`src/rtl/systolic_pkg.sv`:
```
// Shared types and constants for the systolic array sequencer.
package systolic_pkg;

    localparam int unsigned DefaultN = 8;

    // Wide enough to hold 2N without wrapping.
    function automatic int unsigned cnt_width(input int unsigned n);
        return $clog2(2 * n + 1);
    endfunction

    localparam int unsigned CntWidth = cnt_width(DefaultN);

    typedef enum logic [2:0] {
        StIdle,
        StClear,
        StLoad,
        StDrain,
        StRead,
        StFin
    } state_e;

endpackage

```
`src/rtl/systolic_sequencer_if.sv`:
```
// Operand input stream and result output stream of the sequencer.
interface systolic_sequencer_if
    import systolic_pkg::*;
#(
    parameter int unsigned N = DefaultN
) ();

    logic         in_valid;
    logic         in_ready;
    logic [N-1:0] in_data;
    logic         out_valid;
    logic [N-1:0] out_data;

    modport master (
        output in_valid,
        output in_data,
        input  in_ready,
        input  out_valid,
        input  out_data
    );

    modport slave (
        input  in_valid,
        input  in_data,
        output in_ready,
        output out_valid,
        output out_data
    );

endinterface

```
`src/rtl/systolic_sequencer.sv`:
```
// Sequences one matrix job through an NxN systolic array: clear, load pairs,
// drain, shift results out.
module systolic_sequencer
    import systolic_pkg::*;
#(
    parameter int unsigned N = DefaultN
) (
    input  logic                clk,
    input  logic                rst_n,
    input  logic                start,
    input  logic                abort,
    systolic_sequencer_if.slave stream,
    output logic                arr_reset,
    output logic                arr_readout,
    output logic [N-1:0]        arr_in1,
    output logic [N-1:0]        arr_in2,
    input  logic [N-1:0]        arr_out,
    output logic                busy,
    output logic                done
);

    localparam int unsigned CntW = cnt_width(N);
    localparam logic [CntW-1:0] LoadLast  = CntW'(2 * N - 1);
    localparam logic [CntW-1:0] DrainLast = CntW'(2 * N - 1);
    localparam logic [CntW-1:0] ReadLast  = CntW'(N - 1);

    state_e          state_q, state_d;
    logic [CntW-1:0] cnt_q, cnt_d;
    logic            aborted_q, aborted_d;
    logic [N-1:0]    buf_q, buf_d;
    logic [N-1:0]    in1_q, in1_d;
    logic [N-1:0]    in2_q, in2_d;
    logic [N-1:0]    out_data_q, out_data_d;
    logic            out_valid_q, out_valid_d;
    logic            done_q, done_d;
    logic            xfer;

    assign stream.in_ready  = (state_q == StLoad);
    assign xfer             = stream.in_valid & stream.in_ready;
    assign stream.out_valid = out_valid_q;
    assign stream.out_data  = out_data_q;
    assign arr_reset        = ~rst_n | (state_q == StClear);
    assign arr_readout      = (state_q == StRead);
    assign arr_in1          = in1_q;
    assign arr_in2          = in2_q;
    assign busy             = (state_q != StIdle);
    assign done             = done_q;

    always_comb begin
        state_d     = state_q;
        cnt_d       = cnt_q;
        aborted_d   = aborted_q;
        buf_d       = buf_q;
        in1_d       = '0;
        in2_d       = '0;
        out_data_d  = out_data_q;
        out_valid_d = 1'b0;
        done_d      = 1'b0;

        case (state_q)
            StIdle: begin
                if (start) state_d = StClear;
            end
            StClear: begin
                // An aborted job passes through CLEAR once and stops.
                state_d   = aborted_q ? StIdle : StLoad;
                aborted_d = 1'b0;
                buf_d     = '0;
            end
            StLoad: begin
                if (abort) begin
                    state_d   = StClear;
                    aborted_d = 1'b1;
                    buf_d     = '0;
                end else if (xfer) begin
                    if (!cnt_q[0]) begin
                        buf_d = stream.in_data;
                    end else begin
                        in1_d = buf_q;
                        in2_d = stream.in_data;
                    end
                    cnt_d = cnt_q + CntW'(1);
                    if (cnt_q == LoadLast) state_d = StDrain;
                end
            end
            StDrain: begin
                if (abort) begin
                    state_d   = StClear;
                    aborted_d = 1'b1;
                end else begin
                    cnt_d = cnt_q + CntW'(1);
                    if (cnt_q == DrainLast) state_d = StRead;
                end
            end
            StRead: begin
                if (abort) begin
                    state_d   = StClear;
                    aborted_d = 1'b1;
                end else begin
                    out_data_d  = arr_out;
                    out_valid_d = 1'b1;
                    cnt_d       = cnt_q + CntW'(1);
                    if (cnt_q == ReadLast) state_d = StFin;
                end
            end
            StFin: begin
                // done is registered, so the pulse trails FIN by one cycle.
                state_d = StIdle;
                done_d  = 1'b1;
            end
            default: state_d = StIdle;
        endcase

        if (state_d != state_q) cnt_d = '0;
    end

    always_ff @(posedge clk or negedge rst_n) begin
        if (!rst_n) begin
            state_q     <= StIdle;
            cnt_q       <= '0;
            aborted_q   <= 1'b0;
            buf_q       <= '0;
            in1_q       <= '0;
            in2_q       <= '0;
            out_data_q  <= '0;
            out_valid_q <= 1'b0;
            done_q      <= 1'b0;
        end else begin
            state_q     <= state_d;
            cnt_q       <= cnt_d;
            aborted_q   <= aborted_d;
            buf_q       <= buf_d;
            in1_q       <= in1_d;
            in2_q       <= in2_d;
            out_data_q  <= out_data_d;
            out_valid_q <= out_valid_d;
            done_q      <= done_d;
        end
    end

endmodule

```
`src/flat_wrapper.sv`:
```
// flat-port wrapper written by rule: the top's interface ports become plain ports
module systolic_sequencer_flat import systolic_pkg::*;
#(
    parameter int unsigned N = DefaultN
)
  (clk, rst_n, start, abort, arr_reset, arr_readout, arr_in1, arr_in2, arr_out, busy, done, stream_in_valid, stream_in_data, stream_in_ready, stream_out_valid, stream_out_data);
  systolic_sequencer_if #(.N(N)) stream_i ();
  input  logic clk;
  input  logic rst_n;
  input  logic start;
  input  logic abort;
  output logic arr_reset;
  output logic arr_readout;
  output logic [N-1:0] arr_in1;
  output logic [N-1:0] arr_in2;
  input  logic [N-1:0] arr_out;
  output logic busy;
  output logic done;
  input wire logic [$bits(stream_i.in_valid)-1:0] stream_in_valid;
  input wire logic [$bits(stream_i.in_data)-1:0] stream_in_data;
  output wire logic [$bits(stream_i.in_ready)-1:0] stream_in_ready;
  output wire logic [$bits(stream_i.out_valid)-1:0] stream_out_valid;
  output wire logic [$bits(stream_i.out_data)-1:0] stream_out_data;
  assign stream_i.in_valid = stream_in_valid;
  assign stream_i.in_data = stream_in_data;
  assign stream_in_ready = stream_i.in_ready;
  assign stream_out_valid = stream_i.out_valid;
  assign stream_out_data = stream_i.out_data;
  systolic_sequencer #(.N(N)) u_core (.clk(clk), .rst_n(rst_n), .start(start), .abort(abort), .stream(stream_i), .arr_reset(arr_reset), .arr_readout(arr_readout), .arr_in1(arr_in1), .arr_in2(arr_in2), .arr_out(arr_out), .busy(busy), .done(done));
endmodule
```
`config.mk`:
```
export PLATFORM = sky130hd
export DESIGN_NAME = systolic_sequencer_flat
export DESIGN_NICKNAME = d
export VERILOG_FILES = /design/src/rtl/systolic_pkg.sv /design/src/rtl/systolic_sequencer_if.sv /design/src/rtl/systolic_sequencer.sv /design/src/flat_wrapper.sv
export SDC_FILE = /design/constraint.sdc
export NUM_CORES = 1
export LEC_CHECK = 0
export BUFFER_PORTS_ARGS = -buffer_cell sky130_fd_sc_hd__buf_2
export CAP_MARGIN = 20
export CORE_UTILIZATION = 25
export CTS_BUF_LIST = sky130_fd_sc_hd__clkbuf_4 sky130_fd_sc_hd__clkbuf_8
export CTS_CLUSTER_DIAMETER = 150
export DETAILED_ROUTE_END_ITERATION = 7
export HOLD_SLACK_MARGIN = 0.12
export PLACE_DENSITY = 0.46
export SLEW_MARGIN = 10
export SYNTH_ARGS = -nofsm -noshare
export SYNTH_HDL_FRONTEND = slang
export SYNTH_SLANG_ARGS = --single-unit
```
`constraint.sdc`:
```
create_clock -name clk -period 2 [get_ports clk]
set_input_delay 0.4 -clock clk [delete_from_list [all_inputs] [get_ports clk]]
set_output_delay 0.4 -clock clk [all_outputs]
set_load 0.02 [all_outputs]
```
; Yosys cells after proc, flatten, opt, wreduce, memory -nomap -nowiden
; Cells that the tools add are included.
[totals]
ff_bits = 43
in_bits = 21
out_inout_bits = 30
elab_cells = 71
[classes]
addsub = 1
n_eq_ne = 14
mux = 32
n_bitwise = 4
reduce_logical = 11
[ops]
columns = cell, n
row1 = 2-to-1 mux 8 bit, 11
row2 = 2-to-1 mux 3 bit, 8
row3 = 2-to-1 mux 5 bit, 4
row4 = case mux 8 bit (2 select lines), 1
row5 = case mux 3 bit (5 select lines), 1
row6 = "!= test 3 bit, second input constant", 4
row7 = case mux 5 bit (2 select lines), 1
row8 = "equality test 3 x 2 -> 1 bit, second input constant", 2
row9 = "equality test 3 bit, second input constant", 2
row10 = nonzero test 3 bit, 2
row11 = "adder 5 x 1 -> 5 bit, second input constant", 1
row12 = "equality test 5 x 3 -> 1 bit, second input constant", 1
row13 = "equality test 5 x 4 -> 1 bit, second input constant", 1
row14 = 2-to-1 mux 1 bit, 4
row15 = AND reduction 2 bit, 2
row16 = AND reduction 4 bit, 1
row17 = nonzero test 2 bit, 2
row18 = "equality test 3 x 1 -> 1 bit, second input constant", 1
row19 = logical NOT 3 bit, 1
row20 = "!= test 3 x 2 -> 1 bit, second input constant", 1
row21 = != test 3 bit, 1
row22 = AND reduction 3 bit, 1
row23 = OR reduction 3 bit, 1
row24 = 2-to-1 mux 2 bit, 1
row25 = 6 further kinds, 7

; Depth between registers and ports, before layout
; Gate-level depths: netlist of the first run.
[logic_depth]
depth_word = 8
mapped_depth = 7
ltp_nobuf = 7

; Least setup slack after synthesis of the first run
; No wires, ideal clock.
[synth_path]
path_type = register to register
from = register u_core.cnt_q[0]
to = register u_core.cnt_q[0]
setup_time_ns = 0.087
t_arrival_ns = 1.713
setup_slack_ns = 0.200
path_stages_with_launch = 8
n_path_buf = 0
cell_sequence = dfrtp_1 -> ha_1 -> and3_1 -> ha_1 -> nand2b_1 -> a31oi_1 -> nand3_1 -> a22oi_1
[synth_via]
elab_chain_len = 8
elab_cells_between_ends = 22
classes_between = 1 x add/sub / 6 x eq/ne / 13 x mux / 2 x reduce/logical
[synth_lines]
columns = item, line_no
row1 = "start, declared", systolic_sequencer.sv:28  ; logic [CntW-1:0] cnt_q, cnt_d;
row2 = "start signal, assigned", systolic_sequencer.sv:130  ; cnt_q <= cnt_d;
row3 = equality test 5 x 4 -> 1 bit, "systolic_sequencer.sv:83, systolic_sequencer.sv:92"
row4 = 2-to-1 mux 3 bit, systolic_sequencer.sv:83  ; if (cnt_q == LoadLast) state_d = StDrain;
row5 = 2-to-1 mux 3 bit, systolic_sequencer.sv:75  ; end else if (xfer) begin
row6 = 2-to-1 mux 3 bit, systolic_sequencer.sv:71  ; if (abort) begin
row7 = case mux 3 bit (5 select lines), systolic_sequencer.sv:60  ; case (state_q)
row8 = != test 3 bit, systolic_sequencer.sv:114  ; if (state_d != state_q) cnt_d = '0;
row9 = "!= test 3 bit (no line), or another cell as far along", -
row10 = AND reduction 4 bit (no line), -
; Several ways; a longest one is shown, not always the timed one. The select of a mux whose other input is x is not followed.
; A chain may end at the register's enable or synchronous reset.

; Final worst setup path of the first run
[layout_path]
from = register u_core.cnt_q[1]
to = register u_core.cnt_q[2]
; The elaborated chain is that of the path after synthesis.

==> results of run 1 <==
## per-stage QoR
step                      util, %  instances  cell area [um2]  setup WS [ns]
after floorplan                 -        166             1890          0.200
after global placement       31.5        318             2290         0.0719
after detailed placement     31.5        318             2290         0.0372
after CTS                    33.3        326             2430         0.0163
after global routing         33.7        326             2460        0.00641
final                        33.7        326             2460          0.137
## sequential cells by signal, indices dropped and copies added (netlist names)
name,cells
u_core.arr_in2,8
u_core.state_q,3
u_core.done,1
u_core.cnt_q,5
u_core.buf_q,8
u_core.stream.out_valid,1
u_core.aborted_q,1
u_core.stream.out_data,8
u_core.arr_in1,8
## cells in the final DEF (no fill, tap or decap), types with 5 or more instances in the layout
cell type,synthesis,final
sky130_fd_sc_hd__o21ai_0,7,7
sky130_fd_sc_hd__and2_1,17,17
sky130_fd_sc_hd__buf_4,0,9
sky130_fd_sc_hd__mux2_2,8,8
sky130_fd_sc_hd__a22oi_1,5,5
sky130_fd_sc_hd__clkbuf_8,0,5
sky130_fd_sc_hd__nand2_1,11,11
sky130_fd_sc_hd__dfrtp_1,43,43
sky130_fd_sc_hd__nor2_1,9,9
sky130_fd_sc_hd__inv_1,14,14
sky130_fd_sc_hd__buf_2,2,50
sky130_fd_sc_hd__mux2i_1,8,8
## power by group
group | switching (uW) | leakage (uW) | internal (uW)
Sequential | 44.3 | 0.000586 | 954
Clock | 289 | 0.0000688 | 513
Combinational | 418 | 0.000573 | 288
Total | 752 | 0.00123 | 1750
## final cells by class
type	instances	area (um2)
well taps	99	124
multi-input cells	103	749
repair buffers	59	318
flip-flops and latches	43	1080
clock buffers	6	76.3
clock inverters	2	60.1
inverters	14	52.6
fillers	807	4840
## path summary, 6_finish.rpt
kind                                                   from                           to  slack, ns  depth (start not counted)
worst min register to register  u_core.buf_q[0]$_DFFE_PN0P_  u_core.arr_in1[0]$_DFF_PN0_       0.47                          1
max in group asynchronous                             rst_n  u_core.buf_q[5]$_DFFE_PN0P_       1.39                          2
worst max-delay path            u_core.cnt_q[1]$_DFFE_PN0P_  u_core.cnt_q[2]$_DFFE_PN0P_       0.14                          7
worst max register to register  u_core.cnt_q[1]$_DFFE_PN0P_  u_core.cnt_q[2]$_DFFE_PN0P_       0.14                          7
min in group clk                          stream_in_data[2]  u_core.arr_in2[2]$_DFF_PN0_       0.33                          2
worst min-delay path                                  rst_n  u_core.buf_q[6]$_DFFE_PN0P_       0.21                          2
## repair_timing
action	4_1_cts	5_1_grt
hold buffers	0	0
gates resized for setup	0	5
setup endpoints to repair	0	5
## logic make-up (layout without fill, tap and decap cells)
| group | Yosys count | in the layout | share of synthesized area [%] |
|---|---|---|---|
| buffers and inverters | 20 | 81 | 4.58 |
| and+or+nand+nor | 61 | 61 | 19.5 |
| DFF | 43 | 43 | 57.0 |
| adders and majority gates | 2 | 2 | 1.33 |
| AOI/OAI and AO/OA | 24 | 24 | 8.55 |
| muxes | 16 | 16 | 9.02 |
## cell usage after synthesis, types with 3 or more instances
cell type,n
sky130_fd_sc_hd__nor2b_1,3
sky130_fd_sc_hd__dfrtp_1,43
sky130_fd_sc_hd__nor2_1,9
sky130_fd_sc_hd__mux2_2,8
sky130_fd_sc_hd__mux2i_1,8
sky130_fd_sc_hd__a22oi_1,5
sky130_fd_sc_hd__a21oi_1,4
sky130_fd_sc_hd__o21ai_0,7
sky130_fd_sc_hd__and2_1,17
sky130_fd_sc_hd__inv_1,14
sky130_fd_sc_hd__nand2_1,11
## worst register-to-register path, delay by kind of cell, from the launching register on
kind,cells,cell delay [ns]
simple gates,3,0.60
compound gates,2,0.35
flops,1,0.40
fa+ha+maj,2,0.38
## per-layer routing
metal | vias to the layer above | GRT usage [%] | routed length, um
li1 | 676 | - | -
met1 | 666 | 13.2 | 1810
met2 | 34 | 17.3 | 1740
met3 | 5 | 3.73 | 227
met4 | 0 | 3.52 | 53
met5 | - | 0 | 0
==> summary.json, run 1 <==
{
  "status": "completed",
  "ios": 51,
  "initial_utilization_pct": 25.9,
  "critical_path_buf_inv_count": 0,
  "place_congestion": 0.738,
  "tritoncts": "yes",
  "endpoint_kind": "flip-flop",
  "dp.final_hpwl_um": 2710,
  "path_common_cell": "sky130_fd_sc_hd__ha_2",
  "clock_tree.htree_level_count": 2,
  "number_of_global_route_vias_before_repair": 1296,
  "cpPeakStageDelay_ns": 0.40,
  "floorplan.die.width_um": 88.9,
  "number_of_antenna_violations_at_the_first_check_in_global_routing": 0,
  "setup-tns-final_ns": 0,
  "finClkSkew_ns": 0.00633,
  "synth.net_count": 189,
  "gr-total-overflow": 0,
  "static_power_due_to_leakage_uw": 0.00123,
  "portBuffers": 50,
  "syn_area_per_cell_um2": 11.4,
  "worst_slew_margin_rel_pct": 63.1,
  "clk_root_buffer_cell": "sky130_fd_sc_hd__clkbuf_8",
  "ys_top_cells_by_area": "sky130_fd_sc_hd__dfrtp_1 (57%), sky130_fd_sc_hd__and2_1 (5.6%), sky130_fd_sc_hd__mux2_2 (4.8%), sky130_fd_sc_hd__mux2i_1 (4.2%), sky130_fd_sc_hd__inv_1 (2.8%)",
  "ctsLongestPathBuffers": 2,
  "synth-async-reset-ratio_pct": 100,
  "synth-seq-area-share_pct": 57.0,
  "detailedRoute.firstIterationViolations": 23,
  "endpoint_required_time_on_the_critical_path_ns": 2.16,
  "path_delay_family": "simple AND/OR/NAND/NOR gates",
  "routed-via-count": 1381,
  "netlist_instances": 166,
  "timing.final.max_slew_violations": 0,
  "startpoint_type": "flip-flop",
  "worstHoldPathType": "primary input to asynchronous set/reset pin",
  "post_route_cells_drive_above_1_share_pct": 37.4,
  "max_freq_mhz": 537,
  "p_r_area_growth_vs_syn_pct": 30.2,
  "coreArea_um2": 7290,
  "cts_sinks": 43,
  "grt_setup_unrepaired": "no",
  "clk-insertion-delay-late_ns": 0.29,
  "post-cts-setup-buffers": 0,
  "highest_delay_cell_along_the_critical_path": "sky130_fd_sc_hd__dfrtp_1",
  "crit_type": "flip-flop to flip-flop",
  "drtPass1Iterations": 4,
  "hold_violations": 0,
  "post-layout-total-power_uw": 2510,
  "synth_area_um2": 1890,
  "whs_ns": 0.213,
  "finalSetupViolations": 0,
  "synth.yosys.warnings": 0,
  "route.detailed.drc": 0,
  "cap_violations": 0,
  "worst_ir_drop_vdd_mv": 0.332,
  "synth-edff-count": 0,
  "period_share_pct": 93.1,
  "vias_per_cell": 4.24,
  "synth_top_flop_cell": "sky130_fd_sc_hd__dfrtp_1",
  "period_minus_slack_ns": 1.86,
  "clk_transition_reported_paths_ns": 0.08,
  "flip_flop_and_latch_count_after_synthesis": 43,
  "overall_track_demand_over_capacity_in_global_routing_pct": 10.7,
  "crit_path_max_fanout": 5,
  "routed_wire_length_per_instance_um": 11.7,
  "fp.dieArea_um2": 7900,
  "yosysTopAreaCellShare_pct": 57.0,
  "dieHeight_um": 88.9,
  "grt_start_max_net_pins": 44,
  "critical_path_arrival_ns": 2.02,
  "tritoncts.num_buffers": 5,
  "worst-slew-pin-transition_ns": 0.553,
  "yosysTopAreaCell": "sky130_fd_sc_hd__dfrtp_1",
  "timing.critical_path.cells": "ha_2 > and3_1 > ha_2 > nand2b_1 > a31oi_4 > nand4b_1 > a22oi_1",
  "grt_first_pass_wirelength_um": 6280,
  "antennaDiodeCount": 0,
  "rows": 31,
  "yosysUniqueCellTypes": 39,
  "finish.net_count": 249,
  "routed_wl_um": 3830,
  "postRouteAntennaNets": 0,
  "power_density_nw_per_um2": 1020
}
Power figures use the tool's default switching activity.
==> run 2, diff against run 1 <==
- REMOVE_ABC_BUFFERS: unset -> 1
==> run 2 against run 1 <==
  * Count of clock-buffer cells in the layout unchanged
  * Clock power shrank 18%
  * Hold slack lost 0.013 ns
  * Sequential cell count unchanged
  * Core utilization is 0.33 points lower
  * Clock skew down 0.0010 ns
  * Die area did not move
  * Register-to-register slack got worse by 0.04 ns
  * Critical path type unchanged
  * Critical endpoint unchanged
==> summary.json, run 2 (synthesis results as in run 1) <==
{
  "clk_root_buffer_cell": "sky130_fd_sc_hd__clkbuf_8",
  "period_minus_slack": {"value": 1.90, "unit": "ns", "change": "+0.0350 ns"},
  "path_common_cell": "sky130_fd_sc_hd__ha_2",
  "gr-total-overflow": {"value": 0, "change": "unchanged"},
  "dieHeight": {"value": 88.9, "unit": "um", "change": "unchanged"},
  "coreArea": {"value": 7290, "unit": "um2", "change": "unchanged"},
  "p_r_area_growth_vs_syn_pct": 28.9,
  "static_power_due_to_leakage": {"value": 0.00122, "unit": "uW", "change": "-0.37%"},
  "detailedRoute.firstIterationViolations": {"value": 63, "change": "+170%"},
  "max_freq": {"value": 527, "unit": "MHz", "change": "-1.8%"},
  "finish.net_count": {"value": 251, "change": "+0.80%"},
  "status": "completed",
  "worst-slew-pin-transition": {"value": 0.537, "unit": "ns", "change": "-0.0158 ns"},
  "postLayoutCoreUtil": {"value": 33.4, "unit": "%", "change": "-0.33 points"},
  "tritoncts.num_buffers": {"value": 5, "change": "unchanged"},
  "fp.dieArea": {"value": 7900, "unit": "um2", "change": "unchanged"},
  "critical_path_buf_inv_count": {"value": 0, "change": "unchanged"},
  "number_of_antenna_violations_at_the_first_check_in_global_routing": {"value": 0, "change": "unchanged"},
  "critical_path_arrival": {"value": 2.10, "unit": "ns", "change": "+0.08 ns"},
  "cts_sinks": {"value": 43, "change": "unchanged"},
  "grt_start_max_net_pins": {"value": 44, "change": "unchanged"},
  "portBuffers": {"value": 50, "change": "unchanged"},
  "layout_common_cells": "sky130_fd_sc_hd__buf_2 (50), sky130_fd_sc_hd__dfrtp_1 (43), sky130_fd_sc_hd__and2_1 (17)",
  "post_route_cells_drive_above_1_share": {"value": 37.7, "unit": "%", "change": "+0.27 points"},
  "cpPeakStageDelay": {"value": 0.41, "unit": "ns", "change": "about the same"},
  "final_cells": {"value": 327, "change": "+0.31%"},
  "detailedPlace.worstSlack": {"value": 0.0266, "unit": "ns", "change": "-0.0106 ns"},
  "startpoint_type": "flip-flop",
  "endpoint_required_time_on_the_critical_path": {"value": 2.21, "unit": "ns", "change": "+0.05 ns"},
  "period_share": {"value": 94.9, "unit": "%", "change": "+1.8 points"},
  "grt_first_pass_wirelength": {"value": 6400, "unit": "um", "change": "+2.0%"},
  "worst_slew_margin_rel": {"value": 64.2, "unit": "%", "change": "+1.1 points"},
  "drtPass1Iterations": {"value": 4, "change": "unchanged"},
  "ctsLongestPathBuffers": {"value": 2, "change": "unchanged"},
  "worst_r2r_startpoint": "u_core.cnt_q[1]$_DFFE_PN0P_",
  "cap_violations": {"value": 0, "change": "unchanged"},
  "highest_delay_cell_along_the_critical_path": "sky130_fd_sc_hd__dfrtp_1",
  "timing.critical_path.cells": "ha_2 > and3_1 > ha_2 > nand3b_1 > a31oi_2 > nand4b_1 > a22oi_1",
  "finClkSkew": {"value": 0.00528, "unit": "ns", "change": "-0.00105 ns"},
  "routed_wl": {"value": 3850, "unit": "um", "change": "+0.65%"},
  "path_delay_family": "simple AND/OR/NAND/NOR gates",
  "power_density": {"value": 968, "unit": "nW/um2", "change": "-5.1%"},
  "internal_reg_to_reg_setup_slack": {"value": 0.10, "unit": "ns", "change": "-0.04 ns"},
  "clock_tree.htree_level_count": {"value": 2, "change": "unchanged"},
  "clk-insertion-delay-late": {"value": 0.29, "unit": "ns", "change": "about the same"},
  "crit_path_max_fanout": {"value": 5, "change": "unchanged"},
  "crit-reg2reg-capture": "u_core.cnt_q[2]$_DFFE_PN0P_",
  "ios": {"value": 51, "change": "unchanged"},
  "dp_cells": {"value": 319, "change": "+0.31%"},
  "post-layout-total-power": {"value": 2350, "unit": "uW", "change": "-6.0%"},
  "hold_violations": {"value": 0, "change": "unchanged"},
  "number_of_global_route_vias_before_repair": {"value": 1354, "change": "+4.5%"},
  "routed-via-count": {"value": 1385, "change": "+0.29%"},
  "dp.final_hpwl": {"value": 2670, "unit": "um", "change": "-1.5%"},
  "worst_ir_drop_vdd": {"value": 0.289, "unit": "mV", "change": "-13%"},
  "overall_track_demand_over_capacity_in_global_routing": {"value": 10.8, "unit": "%", "change": "+0.16 points"},
  "floorplan.die.width": {"value": 88.9, "unit": "um", "change": "unchanged"},
  "crit_type": "flip-flop to flip-flop",
  "tritoncts": "yes",
  "rows": {"value": 31, "change": "unchanged"},
  "place_congestion": {"value": 0.745, "change": "+0.91%"},
  "initial_utilization": {"value": 25.9, "unit": "%", "change": "unchanged"},
  "antennaDiodeCount": {"value": 0, "change": "unchanged"},
  "timing.final.max_slew_violations": {"value": 0, "change": "unchanged"},
  "final_common_cell": "sky130_fd_sc_hd__buf_2",
  "worstHoldPathType": "primary input to asynchronous set/reset pin",
  "routed_wire_length_per_instance": {"value": 11.8, "unit": "um", "change": "+0.35%"},
  "route.detailed.drc": {"value": 0, "change": "unchanged"},
  "post_cts_hold_buffer_count": {"value": 0, "change": "unchanged"},
  "worst_setup_path_startpoint": "u_core.cnt_q[1]$_DFFE_PN0P_",
  "postLayoutSetupSlackWorst": {"value": 0.102, "unit": "ns", "change": "-0.0350 ns"},
  "vias_per_cell": {"value": 4.24, "change": "about the same"},
  "endpoint_kind": "flip-flop",
  "timing.reg2reg.worst_path_depth": {"value": 7, "change": "unchanged"},
  "postRouteAntennaNets": {"value": 0, "change": "unchanged"},
  "clk_transition_reported_paths": {"value": 0.07, "unit": "ns", "change": "about the same"},
  "finalSetupViolations": {"value": 0, "change": "unchanged"},
  "setup-tns-final": {"value": 0, "unit": "ns", "change": "unchanged"}
}
[run 2: changes by cell type in the layout (fill, tap and decap cells not counted), sizes merged]
cell,delta
buf,+2
bufinv,-1
[run 2: how the worst max path moves through the flow]
stage | cells after the start | slack (ns) | endpoint
after floorplan | 7 | 0.18 | u_core.cnt_q[0]$_DFFE_PN0P_
after global placement | 7 | 0.08 | u_core.cnt_q[3]$_DFFE_PN0P_
after detailed placement | 7 | 0.03 | u_core.cnt_q[2]$_DFFE_PN0P_
after CTS | 7 | 0.02 | u_core.cnt_q[2]$_DFFE_PN0P_
after global routing | 7 | -0.02 | u_core.cnt_q[2]$_DFFE_PN0P_
final | 7 | 0.10 | u_core.cnt_q[2]$_DFFE_PN0P_
[run 2: layout make-up]
cell class                      instances  area [um2]
Fill cell                             779        4860
Multi-Input combinational cell        103         741
Inverter                               14        52.6
Clock inverter                          1        30.0
Tap cell                               99         124
Clock buffer                            6        76.3
Timing Repair Buffer                   61         333
Sequential cell                        43        1080
[run 2: routing by layer]
metal | routed length, um | track usage, % | part of all wire [%]
met1 | 1820 | 13.7 | 47
met2 | 1750 | 17.2 | 45
met3 | 244 | 4.01 | 6.3
met4 | 38 | 3.52 | 0.99
met5 | 0 | 0 | 0
[run 2: timing repair]
item,4_1_cts,5_1_grt
setup buffers,0,1
resized for setup,0,4
setup endpoints to repair,0,5
[run 2: power breakdown]
part           internal, uW  switching (uW)
Combinational           286             404
Clock                   379             275
Sequential              954            56.3
Total                  1620             735
[run 2: worst register-to-register path, cell delays in order (launching register included)]
cell,delay [ns]
sky130_fd_sc_hd__dfrtp_1,0.41
sky130_fd_sc_hd__ha_2,0.19
sky130_fd_sc_hd__and3_1,0.19
sky130_fd_sc_hd__ha_2,0.20
sky130_fd_sc_hd__nand3b_1,0.10
sky130_fd_sc_hd__a31oi_2,0.13
sky130_fd_sc_hd__nand4b_1,0.34
sky130_fd_sc_hd__a22oi_1,0.26
[run 2: metrics by stage]
step | hold WS, ns | instance area (um2)
CTS | 0.237 | 2410
finish | 0.199 | 2430
global route | 0.258 | 2430
detailed placement | 0.464 | 2300
global placement | 0.462 | 2300
floorplan | 0.104 | 1850
==> run 3, diff against run 2 <==
- RECOVER_POWER: unset -> 50
==> run 3 against run 2 <==
  * Global-route usage stayed put
  * Clock power is essentially flat
  * Design area down 0.82%
  * Clock skew is essentially flat
  * Fmax hardly changed
  * Combinational power barely moved
  * Non-clock buffer count stayed put
  * Die area did not move
  * Count of clock-buffer cells in the layout did not move
  * Critical endpoint unchanged
  * Largest power group unchanged
  * Highest routed layer unchanged
==> summary.json, run 3 (synthesis results as in run 1) <==
{
  "status": "completed",
  "power_density": {"value": 976, "unit": "nW/um2", "change": "+0.76%"},
  "dieHeight": {"value": 88.9, "unit": "um", "change": "unchanged"},
  "finClkSkew": {"value": 0.00501, "unit": "ns", "change": "-0.000273 ns"},
  "grt_first_pass_wirelength": {"value": 6400, "unit": "um", "change": "unchanged"},
  "detailedRoute.firstIterationViolations": {"value": 64, "change": "+1.6%"},
  "final_common_cell": "sky130_fd_sc_hd__dfrtp_1",
  "startpoint_type": "flip-flop",
  "ctsLongestPathBuffers": {"value": 2, "change": "unchanged"},
  "clk_transition_reported_paths": {"value": 0.07, "unit": "ns", "change": "about the same"},
  "crit_path_max_fanout": {"value": 5, "change": "unchanged"},
  "endpoint_required_time_on_the_critical_path": {"value": 2.20, "unit": "ns", "change": "about the same"},
  "coreArea": {"value": 7290, "unit": "um2", "change": "unchanged"},
  "whs": {"value": 0.328, "unit": "ns", "change": "+0.129 ns"},
  "dp_cells": {"value": 319, "change": "unchanged"},
  "worst_slew_margin_rel": {"value": 30.6, "unit": "%", "change": "-34 points"},
  "timing.final.max_slew_violations": {"value": 0, "change": "unchanged"},
  "place_congestion": {"value": 0.745, "change": "unchanged"},
  "clk-insertion-delay-late": {"value": 0.29, "unit": "ns", "change": "about the same"},
  "initial_utilization": {"value": 25.9, "unit": "%", "change": "unchanged"},
  "period_minus_slack": {"value": 1.90, "unit": "ns", "change": "+0.000626 ns"},
  "dpl_cell_area": {"value": 2300, "unit": "um2", "change": "unchanged"},
  "floorplan.die.width": {"value": 88.9, "unit": "um", "change": "unchanged"},
  "gr-total-overflow": {"value": 0, "change": "unchanged"},
  "finish.net_count": {"value": 251, "change": "unchanged"},
  "min_from": "stream_in_data[7]",
  "fp.dieArea": {"value": 7900, "unit": "um2", "change": "unchanged"},
  "number_of_global_route_vias_before_repair": {"value": 1354, "change": "unchanged"},
  "ios": {"value": 51, "change": "unchanged"},
  "p_r_area_growth_vs_syn_pct": 27.9,
  "hold_violations": {"value": 0, "change": "unchanged"},
  "cts_sinks": {"value": 43, "change": "unchanged"},
  "rows": {"value": 31, "change": "unchanged"},
  "cap_violations": {"value": 0, "change": "unchanged"},
  "endpoint_kind": "flip-flop",
  "post-layout-total-power": {"value": 2350, "unit": "uW", "change": "about the same"},
  "route.detailed.drc": {"value": 0, "change": "unchanged"},
  "grt_start_max_net_pins": {"value": 44, "change": "unchanged"},
  "drtPass1Iterations": {"value": 4, "change": "unchanged"},
  "stdcell_area": {"value": 2410, "unit": "um2", "change": "-0.82%"},
  "internal_reg_to_reg_setup_slack": {"value": 0.10, "unit": "ns", "change": "about the same"},
  "timing.hold.worst_endpoint": "u_core.arr_in2[7]$_DFF_PN0_",
  "worst_ir_drop_vdd": {"value": 0.290, "unit": "mV", "change": "about the same"},
  "postRouteAntennaNets": {"value": 0, "change": "unchanged"},
  "clk_root_buffer_cell": "sky130_fd_sc_hd__clkbuf_8",
  "routed_wire_length_per_instance": {"value": 11.8, "unit": "um", "change": "-0.18%"},
  "tritoncts.num_buffers": {"value": 5, "change": "unchanged"},
  "vias_per_cell": {"value": 4.23, "change": "-0.22%"},
  "worstHoldPathType": "primary input to flip-flop",
  "number_of_antenna_violations_at_the_first_check_in_global_routing": {"value": 0, "change": "unchanged"},
  "antennaDiodeCount": {"value": 0, "change": "unchanged"},
  "max_freq": {"value": 527, "unit": "MHz", "change": "about the same"},
  "routed_wl": {"value": 3850, "unit": "um", "change": "-0.18%"},
  "layout_common_cells": "sky130_fd_sc_hd__dfrtp_1 (43), sky130_fd_sc_hd__buf_2 (36), sky130_fd_sc_hd__and2_1 (17)",
  "tritoncts": "yes",
  "worstHoldPathCells": 2,
  "crit-reg2reg-capture": "u_core.cnt_q[2]$_DFFE_PN0P_",
  "critical_path_arrival": {"value": 2.10, "unit": "ns", "change": "about the same"},
  "static_power_due_to_leakage": {"value": 0.00116, "unit": "uW", "change": "-5.0%"},
  "finalSetupViolations": {"value": 0, "change": "unchanged"},
  "post_route_cells_drive_above_1_share": {"value": 31.6, "unit": "%", "change": "-6.1 points"},
  "period_share": {"value": 94.9, "unit": "%", "change": "about the same"},
  "worst_r2r_startpoint": "u_core.cnt_q[1]$_DFFE_PN0P_",
  "overall_track_demand_over_capacity_in_global_routing": {"value": 10.8, "unit": "%", "change": "unchanged"},
  "routed-via-count": {"value": 1382, "change": "-0.22%"},
  "timing.reg2reg.worst_path_depth": {"value": 7, "change": "unchanged"},
  "final_cells": {"value": 327, "change": "unchanged"},
  "portBuffers": {"value": 50, "change": "unchanged"},
  "clock_tree.htree_level_count": {"value": 2, "change": "unchanged"},
  "dp.final_hpwl": {"value": 2670, "unit": "um", "change": "unchanged"},
  "worst-slew-pin-transition": {"value": 1.04, "unit": "ns", "change": "+0.504 ns"},
  "post_cts_hold_buffer_count": {"value": 0, "change": "unchanged"},
  "crit_type": "flip-flop to flip-flop"
}
[run 3: where the power goes]
group | switching [uW] | leakage, uW | total (uW) | internal [uW]
Clock | 275 | 0.0000547 | 654 | 379
Combinational | 404 | 0.000522 | 689 | 285
Sequential | 56.3 | 0.000586 | 1010 | 954
Total | 735 | 0.00116 | 2350 | 1620
[run 3: repair_timing]
item                                    4_1_cts  5_1_grt
endpoints found under the setup margin        0        5
resized for setup                             0        4
buffers inserted                              0        1
[run 3: worst max path at each step]
stage,from,to,slack (ns)
6_report,u_core.cnt_q[1]$_DFFE_PN0P_,u_core.cnt_q[2]$_DFFE_PN0P_,0.10
3_5_place_dp,u_core.cnt_q[1]$_DFFE_PN0P_,u_core.cnt_q[2]$_DFFE_PN0P_,0.03
5_1_grt,u_core.cnt_q[1]$_DFFE_PN0P_,u_core.cnt_q[2]$_DFFE_PN0P_,-0.02
2_1_floorplan,u_core.cnt_q[0]$_DFFE_PN0P_,u_core.cnt_q[0]$_DFFE_PN0P_,0.18
3_3_place_gp,u_core.cnt_q[0]$_DFFE_PN0P_,u_core.cnt_q[3]$_DFFE_PN0P_,0.08
4_1_cts,u_core.cnt_q[1]$_DFFE_PN0P_,u_core.cnt_q[2]$_DFFE_PN0P_,0.02
[run 3: cell type report]
class / instances / area [um2]
Sequential cell: 43 / 1080
Timing Repair Buffer: 61 / 313
Fill cell: 780 / 4880
Inverter: 14 / 52.6
Tap cell: 99 / 124
Clock buffer: 6 / 76.3
Multi-Input combinational cell: 103 / 741
Clock inverter: 1 / 30.0
[run 3: metrics by stage]
stage	setup WS [ns]	TNS, ns	utilization, %
after detailed placement	0.0266	0	31.6
after floorplan	0.175	0	-
after global routing	-0.0170	-0.0170	33.1
final	0.102	0	33.1
after CTS	0.0171	0	33.0
after global placement	0.0814	0	31.6
[run 3: critical path: stages (launching register included)]
cell,delay (ns)
sky130_fd_sc_hd__dfrtp_1,0.41
sky130_fd_sc_hd__ha_2,0.19
sky130_fd_sc_hd__and3_1,0.19
sky130_fd_sc_hd__ha_2,0.20
sky130_fd_sc_hd__nand3b_1,0.10
sky130_fd_sc_hd__a31oi_2,0.13
sky130_fd_sc_hd__nand4b_1,0.34
sky130_fd_sc_hd__a22oi_1,0.26
[run 3: routing by layer]
layer / GRT usage [%] / vias up / share of wire [%]
li1: - / 678 / -
met4: 3.52 / 0 / 0.99
met1: 13.7 / 664 / 48
met3: 4.01 / 4 / 6.4
met5: 0 / - / 0
met2: 17.2 / 36 / 45
